===== src/rtl/mem_arb_pkg.sv =====
// Shared types for the unified memory-port arbiter.
// States, grant-source encoding and default widths.
package mem_arb_pkg;

   localparam int ADDR_W_DEF = 32;
   localparam int DATA_W_DEF = 32;
   localparam int BURST_DEF  = 4;

   typedef enum logic [1:0] {
      IDLE    = 2'd0,
      BUSY_IF = 2'd1,
      BUSY_DM = 2'd2,
      RESP    = 2'd3
   } arb_state_e;

   typedef enum logic {
      GNT_IF = 1'b0,
      GNT_DM = 1'b1
   } gnt_src_e;

   function automatic logic is_busy(input arb_state_e s);
      return (s == BUSY_IF) || (s == BUSY_DM);
   endfunction

endpackage


===== src/rtl/mem_arb_fair_counter.sv =====
// Saturating count of data grants made while fetch waits.
// Forces a fetch grant once the burst limit is reached.
module mem_arb_fair_counter #(
   parameter int MAX_DATA_BURST = 4
) (
   input  logic clk,
   input  logic reset_n,
   input  logic idle,
   input  logic if_req,
   input  logic dm_req,
   input  logic gnt_dm,
   input  logic gnt_if,
   output logic force_if
);

   localparam int CW = $clog2(MAX_DATA_BURST + 1);
   localparam logic [CW-1:0] CMAX = CW'(MAX_DATA_BURST);

   logic [CW-1:0] cnt;

   always_ff @(posedge clk or negedge reset_n) begin
      if (!reset_n) begin
         cnt <= '0;
      end else if (gnt_if) begin
         cnt <= '0;
      end else if (gnt_dm && if_req) begin
         if (cnt != CMAX)
            cnt <= cnt + CW'(1);
      end else if (idle && !if_req) begin
         cnt <= '0;
      end
   end

   assign force_if = (cnt == CMAX) && if_req && dm_req;

endmodule


===== src/rtl/mem_port_arbiter.sv =====
// Shares one req/ack memory port between fetch and data accesses.
// Data has priority; define ARB_FAIRNESS_EN to bound fetch starvation.
module mem_port_arbiter
   import mem_arb_pkg::*;
#(
   parameter int ADDR_W         = ADDR_W_DEF,
   parameter int DATA_W         = DATA_W_DEF,
   parameter int MAX_DATA_BURST = BURST_DEF
) (
   input  logic              clk,
   input  logic              reset_n,
   input  logic              if_req,
   input  logic [ADDR_W-1:0] if_addr,
   output logic              if_ready,
   output logic [DATA_W-1:0] if_rdata,
   input  logic              dm_req,
   input  logic              dm_write,
   input  logic              dm_byte,
   input  logic [ADDR_W-1:0] dm_addr,
   input  logic [DATA_W-1:0] dm_wdata,
   output logic              dm_ready,
   output logic [DATA_W-1:0] dm_rdata,
   output logic              mem_req,
   output logic              mem_write,
   output logic              mem_byte,
   output logic [ADDR_W-1:0] mem_addr,
   output logic [DATA_W-1:0] mem_wdata,
   input  logic [DATA_W-1:0] mem_rdata,
   input  logic              mem_ack
);

   arb_state_e state;
   arb_state_e state_nxt;
   gnt_src_e   gnt_q;

   logic idle;
   logic force_if;
   logic grant_dm;
   logic grant_if;

   assign idle = (state == IDLE);

`ifdef ARB_FAIRNESS_EN
   mem_arb_fair_counter #(
      .MAX_DATA_BURST(MAX_DATA_BURST)
   ) u_fair (
      .clk      (clk),
      .reset_n  (reset_n),
      .idle     (idle),
      .if_req   (if_req),
      .dm_req   (dm_req),
      .gnt_dm   (grant_dm),
      .gnt_if   (grant_if),
      .force_if (force_if)
   );
`else
   // Strict data priority: the burst limit can never force a fetch.
   assign force_if = (MAX_DATA_BURST < 0);
`endif

   assign grant_dm = idle && dm_req && !force_if;
   assign grant_if = idle && if_req && (!dm_req || force_if);

   always_comb begin
      state_nxt = state;
      unique case (state)
         IDLE: begin
            unique case (1'b1)
               grant_dm: state_nxt = BUSY_DM;
               grant_if: state_nxt = BUSY_IF;
               default:  state_nxt = IDLE;
            endcase
         end
         BUSY_IF,
         BUSY_DM: begin
            if (mem_ack)
               state_nxt = RESP;
         end
         RESP:    state_nxt = IDLE;
         default: state_nxt = IDLE;
      endcase
   end

   always_ff @(posedge clk or negedge reset_n) begin
      if (!reset_n) begin
         state <= IDLE;
         gnt_q <= GNT_IF;
      end else begin
         state <= state_nxt;
         if (grant_dm)
            gnt_q <= GNT_DM;
         else if (grant_if)
            gnt_q <= GNT_IF;
      end
   end

   // Fetches never write, so their write-side fields are zeroed.
   always_ff @(posedge clk or negedge reset_n) begin
      if (!reset_n) begin
         mem_write <= 1'b0;
         mem_byte  <= 1'b0;
         mem_addr  <= '0;
         mem_wdata <= '0;
      end else if (grant_dm) begin
         mem_write <= dm_write;
         mem_byte  <= dm_byte;
         mem_addr  <= dm_addr;
         mem_wdata <= dm_wdata;
      end else if (grant_if) begin
         mem_write <= 1'b0;
         mem_byte  <= 1'b0;
         mem_addr  <= if_addr;
         mem_wdata <= '0;
      end
   end

   always_ff @(posedge clk or negedge reset_n) begin
      if (!reset_n) begin
         if_rdata <= '0;
         dm_rdata <= '0;
      end else if (mem_ack) begin
         if (state == BUSY_IF)
            if_rdata <= mem_rdata;
         if (state == BUSY_DM && !mem_write)
            dm_rdata <= mem_rdata;
      end
   end

   assign mem_req  = is_busy(state);
   assign if_ready = (state == RESP) && (gnt_q == GNT_IF);
   assign dm_ready = (state == RESP) && (gnt_q == GNT_DM);

endmodule


===== config.mk =====
export PLATFORM = sky130hd
export DESIGN_NAME = mem_port_arbiter
export DESIGN_NICKNAME = d
export VERILOG_FILES = /design/src/rtl/mem_arb_pkg.sv /design/src/rtl/mem_arb_fair_counter.sv /design/src/rtl/mem_port_arbiter.sv
export SDC_FILE = /design/constraint.sdc
export NUM_CORES = 1
export LEC_CHECK = 0
export CORE_MARGIN = 2
export CORE_UTILIZATION = 37
export DETAILED_ROUTE_END_ITERATION = 8
export GPL_TIMING_DRIVEN = 0
export PLACE_DENSITY_LB_ADDON = 0.3
export SETUP_SLACK_MARGIN = 0.02
export SLEW_MARGIN = 20
export SYNTH_ARGS = -nofsm -noshare
export SYNTH_HDL_FRONTEND = slang
export SYNTH_SLANG_ARGS = --single-unit

===== constraint.sdc =====
create_clock -name clk -period 1.4 [get_ports clk]
set_input_delay 0.14 -clock clk [delete_from_list [all_inputs] [get_ports clk]]
set_output_delay 0.14 -clock clk [all_outputs]
set_load 0.05 [all_outputs]

---- Yosys cells after proc, flatten, opt, wreduce, memory -nomap -nowiden ----
Index checks and enable logic that the tools add are counted.
Widths: inputs -> output; s select.
word-level totals
  register bits after elaboration ......... 133
  bits in latches ......................... 0
  RAM bits ................................ 0
  bits in read-only memories .............. 0
  bits of input ports ..................... 135
  logic and storage cells ................. 38
  memories ................................ 0
cells by class
  $add $sub $neg .......................... 0
  $mul .................................... 0
  divide/modulo/power cells ............... 0
  order comparisons ....................... 0
  equality and inequality tests ........... 4
  shifts and indexed selects .............. 0
  mux-type cells .......................... 11
  bitwise logic cells ..................... 1
  reduce and logical (&&, ||, !) cells .... 14
operators by type and width
  cell                count
  $mux 32             4
  $logic_and 1x1->1   6
  $pmux 2 s3          1
  $eq 2x2->1 const B  2
  $mux 1              4
  $pmux 2 s2          1
  $reduce_and 2->1    2
  $eq 2x1->1 const B  1
  $logic_not 1->1     2
  $logic_not 2->1     1
  $mux 2              1
  $ne 2x2->1 const B  1
  $reduce_bool 2->1   1
  $reduce_or 2->1     1
  $logic_or 1x1->1    1
  $not 1->1           1

---- Logic depth before layout (Yosys ltp) ----
  word-level depth ........................ 5
  depth in mapped cells ................... 6
  depth with buffers taken out ............ 4

---- Least setup slack after synthesis ----
No wires, ideal clock.
  path type ............................... register to register
  start point ............................. reg state[0]
  end point ............................... reg state[0]
  library setup time ...................... 0.065 ns
  arrival time ............................ 1.490 ns
  data required time ...................... 1.335 ns
  path slack .............................. -0.155 ns
  stages on the path, launching flop included .. 5
  period minus slack after synthesis ...... 1.555 ns
  cell sequence ........................... dfrtp_1 > inv_1 > ha_1 > a21boi_0 > o221a_2
on the way
  longest elaborated chain between the ends .. 5
  elaborated cells on any way between the ends .. 11
  those cells by class .................... eq/ne: 4; mux: 2; reduce/logical: 5
ends and longest elaborated chain
  what                            line                                            source
  start, declared                 mem_port_arbiter.sv:32                          arb_state_e state;
  start signal, assigned          mem_port_arbiter.sv:89                          state <= state_nxt;
  $logic_not 2->1                 mem_port_arbiter.sv:41, mem_port_arbiter.sv:66
  $logic_and 1x1->1 (2 in a row)  mem_port_arbiter.sv:62                          assign grant_if = idle && if_req && (!dm_req || force_if);
  $pmux 2 s2                      mem_port_arbiter.sv:68                          unique case (1'b1)
  $pmux 2 s3                      mem_port_arbiter.sv:66                          unique case (state)
Several ways; a longest one is shown, not always the timed one.
A chain may end at the register's enable or synchronous reset.

---- Worst setup path after layout ----
  start point ............................. reg state[1]
  end point ............................... reg dm_rdata[12]
on the way
  longest elaborated chain between the ends .. 3
ends and longest elaborated chain
  what                        line                     source
  $eq 2x2->1                  mem_port_arbiter.sv:124  if (state == BUSY_DM && !mem_write)
  $logic_and 1x1->1           mem_port_arbiter.sv:124
  $reduce_and 2->1 (no line)  n/a
  end signal, assigned        mem_port_arbiter.sv:125  dm_rdata <= mem_rdata;
  end, declared               mem_port_arbiter.sv:22   output logic [DATA_W-1:0] dm_rdata,
Every way passes these cells.

==> impl_metrics.csv <==
group,metric,value,unit
run_status,status,"complete, but fails checks",
run_status,violations,"negative setup slack",
min_path,hold_class,"in -> async",
cts,clkSinkCount,133,
cts,root_buffer,"clkbuf_16",
setup_path,timing.rr.start,"state[1]$_DFFE_PN0P_",
floorplanning,die-area,0.0161,mm^2
routing,drc,0,
cts,clockBufferDepth,2,
setup_path,startpoint_type,"register",
floorplanning,core,0.0146,mm^2
timing,setup_ws,-0.112,ns
cts,cts-buffers-inserted,17,
setup_path,required,1.69,ns
finish,nNetsFinal,806,
finish,area_growth,71.3,%
timing,setup_viol,115,
power,power_density,2750,mW/mm^2
logic_synthesis,syn_area,0.00558,mm^2
setup_path,cp-end-kind,"register",
logic_synthesis,synth_cell_types,24,
routing,vias_per_cell,5.11,
logic_synthesis,yosysTopAreaCellShare,59.6,%
power,p_leak,0.00407,uW
global_routing,grt_usage,20.7,%
global_routing,first_global_vias,4877,
setup_path,path_class,"reg -> reg",
logic_synthesis,syn_avg_cell_area,15.1,um^2
logic_synthesis,synth_nets,509,
timing,timing.final.crit_share,108,%
routing,dr.pass1.iters,4,
setup_path,worstPathMaxFanout,10,
timing,setup_tns,-7.36,ns
finish,multi_input_area,0.00211,mm^2
setup_path,r2r_cells,5,
timing,fin_skew,0.00537,ns
routing,ant_nets,0,
flow_run,maxCapViolCount,0,
place,dp_hpwl,11900,um
logic_synthesis,synth_top_cell_by_area,"dfrtp_1",
routing,wirelength,16600,um
global_routing,antenna_found_initial,0,
global_routing,grt_max_degree,88,
floorplanning,io_pins,268,
setup_path,r2r_end,"dm_rdata[12]$_DFFE_PN0P_",
place,port_buffers,267,
cts,clk_latency,0.41,ns
timing,slew-limit-headroom,70.1,%
setup_path,cp_data_arrival_time,1.80,ns
timing,period_needed,1.51,ns
routing,avgRoutedWirePerCell,19.3,um
setup_path,r2r_slack,-0.11,ns
finish,drive_gt1_share,43.4,%
routing,vias,4414,
floorplanning,initial_core_util,38.1,%
timing,hold_violations,0,
cts,tritoncts,"done",
floorplanning,fp.dieH,127,um
logic_synthesis,synthArstFlopShare,100,%
place,gp_congestion,0.783,
finish,antenna_cells,0,
logic_synthesis,syn_inst,370,
routing,drtIter0Drc,160,
finish,post-route-util,65.3,%
logic_synthesis,synth-edff-count,0,
logic_synthesis,ys_top_cells_by_area,"dfrtp_1 (60%), mux2_2 (13%), nand4bb_1 (6.5%)",
timing,final_max_slew_viol_count,0,
cts,cts_htree_levels,4,
finish,seq_area,0.00333,mm^2
floorplanning,chipWidth,127,um
global_routing,grt_pass1_wl,25800,um
timing,holdWs,0.237,ns
logic_synthesis,yosysSeqAreaShare,59.6,%
floorplanning,rows,44,
timing,rsz0062_at_grt,"true",
power,peakVddDrop,1530,uV
timing,timing.fmax,661,MHz
timing,worst_pin_slew,0.448,ns
cts,clk_pin_slew_worst_paths,0.06,ns
logic_synthesis,yosysWarnings,0,
finish,final_common_cell,"clkdlybuf4s50_1",
finish,most-common-layout-cells,"clkdlybuf4s50_1 (133), dfrtp_1 (131), clkdlybuf4s15_2 (129)",
power,total_power,26300,uW
logic_synthesis,synth-main-ff-cell,"dfrtp_1",
global_routing,grt-ovfl-total,0,
finish,fill_cells,1066,
logic_synthesis,ys_ff_latch,133,
[power breakdown]
group	leakage [uW]	total (uW)	switching, uW	internal [uW]
clock	0.000284	4350	1720	2630
combinational	0.00221	15200	9560	5610
sequential	0.00158	6810	1080	5720
total	0.00407	26300	12400	14000
[synthesized netlist by cell type (3+ instances only)]
cell type,instances
buf_4,3
ha_1,4
buf_2,16
nand4bb_1,32
nand3b_1,22
clkbuf_1,6
o221a_2,12
a22o_1,34
o211a_1,22
dfrtp_1,133
mux2_2,64
buf_6,6
[final cells by class]
cell class	instances	area share (%)
plain buffers	30	3.13
clock buffers	17	4.45
inverters	2	0.0785
flip-flops and latches	133	34.8
repair buffers	279	31.4
clock inverters	15	1.60
well taps	184	2.41
multi-input cells	204	22.1
[flip-flops by register name, summed over array words and instances, names as in the netlist]
signal     count
mem_wdata     32
gnt_q          1
mem_write      1
if_rdata      32
mem_addr      32
dm_rdata      32
state          2
mem_byte       1
[worst max-delay path, stage by stage, from the launching register on]
cell,delay (ns)
dfrtp_1,0.42
buf_6,0.14
ha_4,0.15
nand3b_4,0.17
buf_8,0.18
mux2_2,0.34
[cell families after synthesis]
logic type,after synthesis,share of synthesized area [%]
simple gates,64,10.5
flops,133,59.6
mux,64,12.9
buf+inv,33,3.59
compound gates,72,12.4
fa+ha+maj,4,0.897
[through the flow]
step	cell area [um^2]	setup slack, ns	cells
CTS	9440	-0.117	857
finish	9560	-0.112	864
floorplan	5610	-0.0176	370
detailed placement	8540	-0.350	822
global route	9560	-0.152	864
global placement	8510	-5.31	821
[per-layer routing]
| layer | vias up | GRT usage [%] | part of all wire [%] |
|---|---|---|---|
| met5 | - | 0 | 0 |
| met4 | 0 | 8.14 | 2.5 |
| met1 | 2226 | 23.9 | 39 |
| met3 | 29 | 5.74 | 6.0 |
| met2 | 157 | 36.4 | 52 |
| li1 | 2002 | - | - |
[worst max-delay path by stage]
stage,startpoint,endpoint,slack [ns],cells past startpoint
6_report,state[1]$_DFFE_PN0P_,dm_rdata[12]$_DFFE_PN0P_,-0.11,5
5_1_grt,state[1]$_DFFE_PN0P_,mem_req,-0.15,3
3_5_place_dp,state[0]$_DFFE_PN0P_,mem_req,-0.35,3
4_1_cts,state[1]$_DFFE_PN0P_,dm_rdata[2]$_DFFE_PN0P_,-0.12,5
2_1_floorplan,state[1]$_DFFE_PN0P_,if_rdata[10]$_DFFE_PN0P_,-0.02,5
3_3_place_gp,reset_n,mem_write$_DFFE_PN0N_,-5.31,1
[timing repair]
action	in CTS	in global routing
pin swaps	1	0
setup endpoints to repair	262	129
endpoints found under the hold margin	46	0
buffers inserted	3	4
hold buffers	1	0
gates resized for setup	452	12
gates cloned	0	3
(Power assumes the default switching activity.)
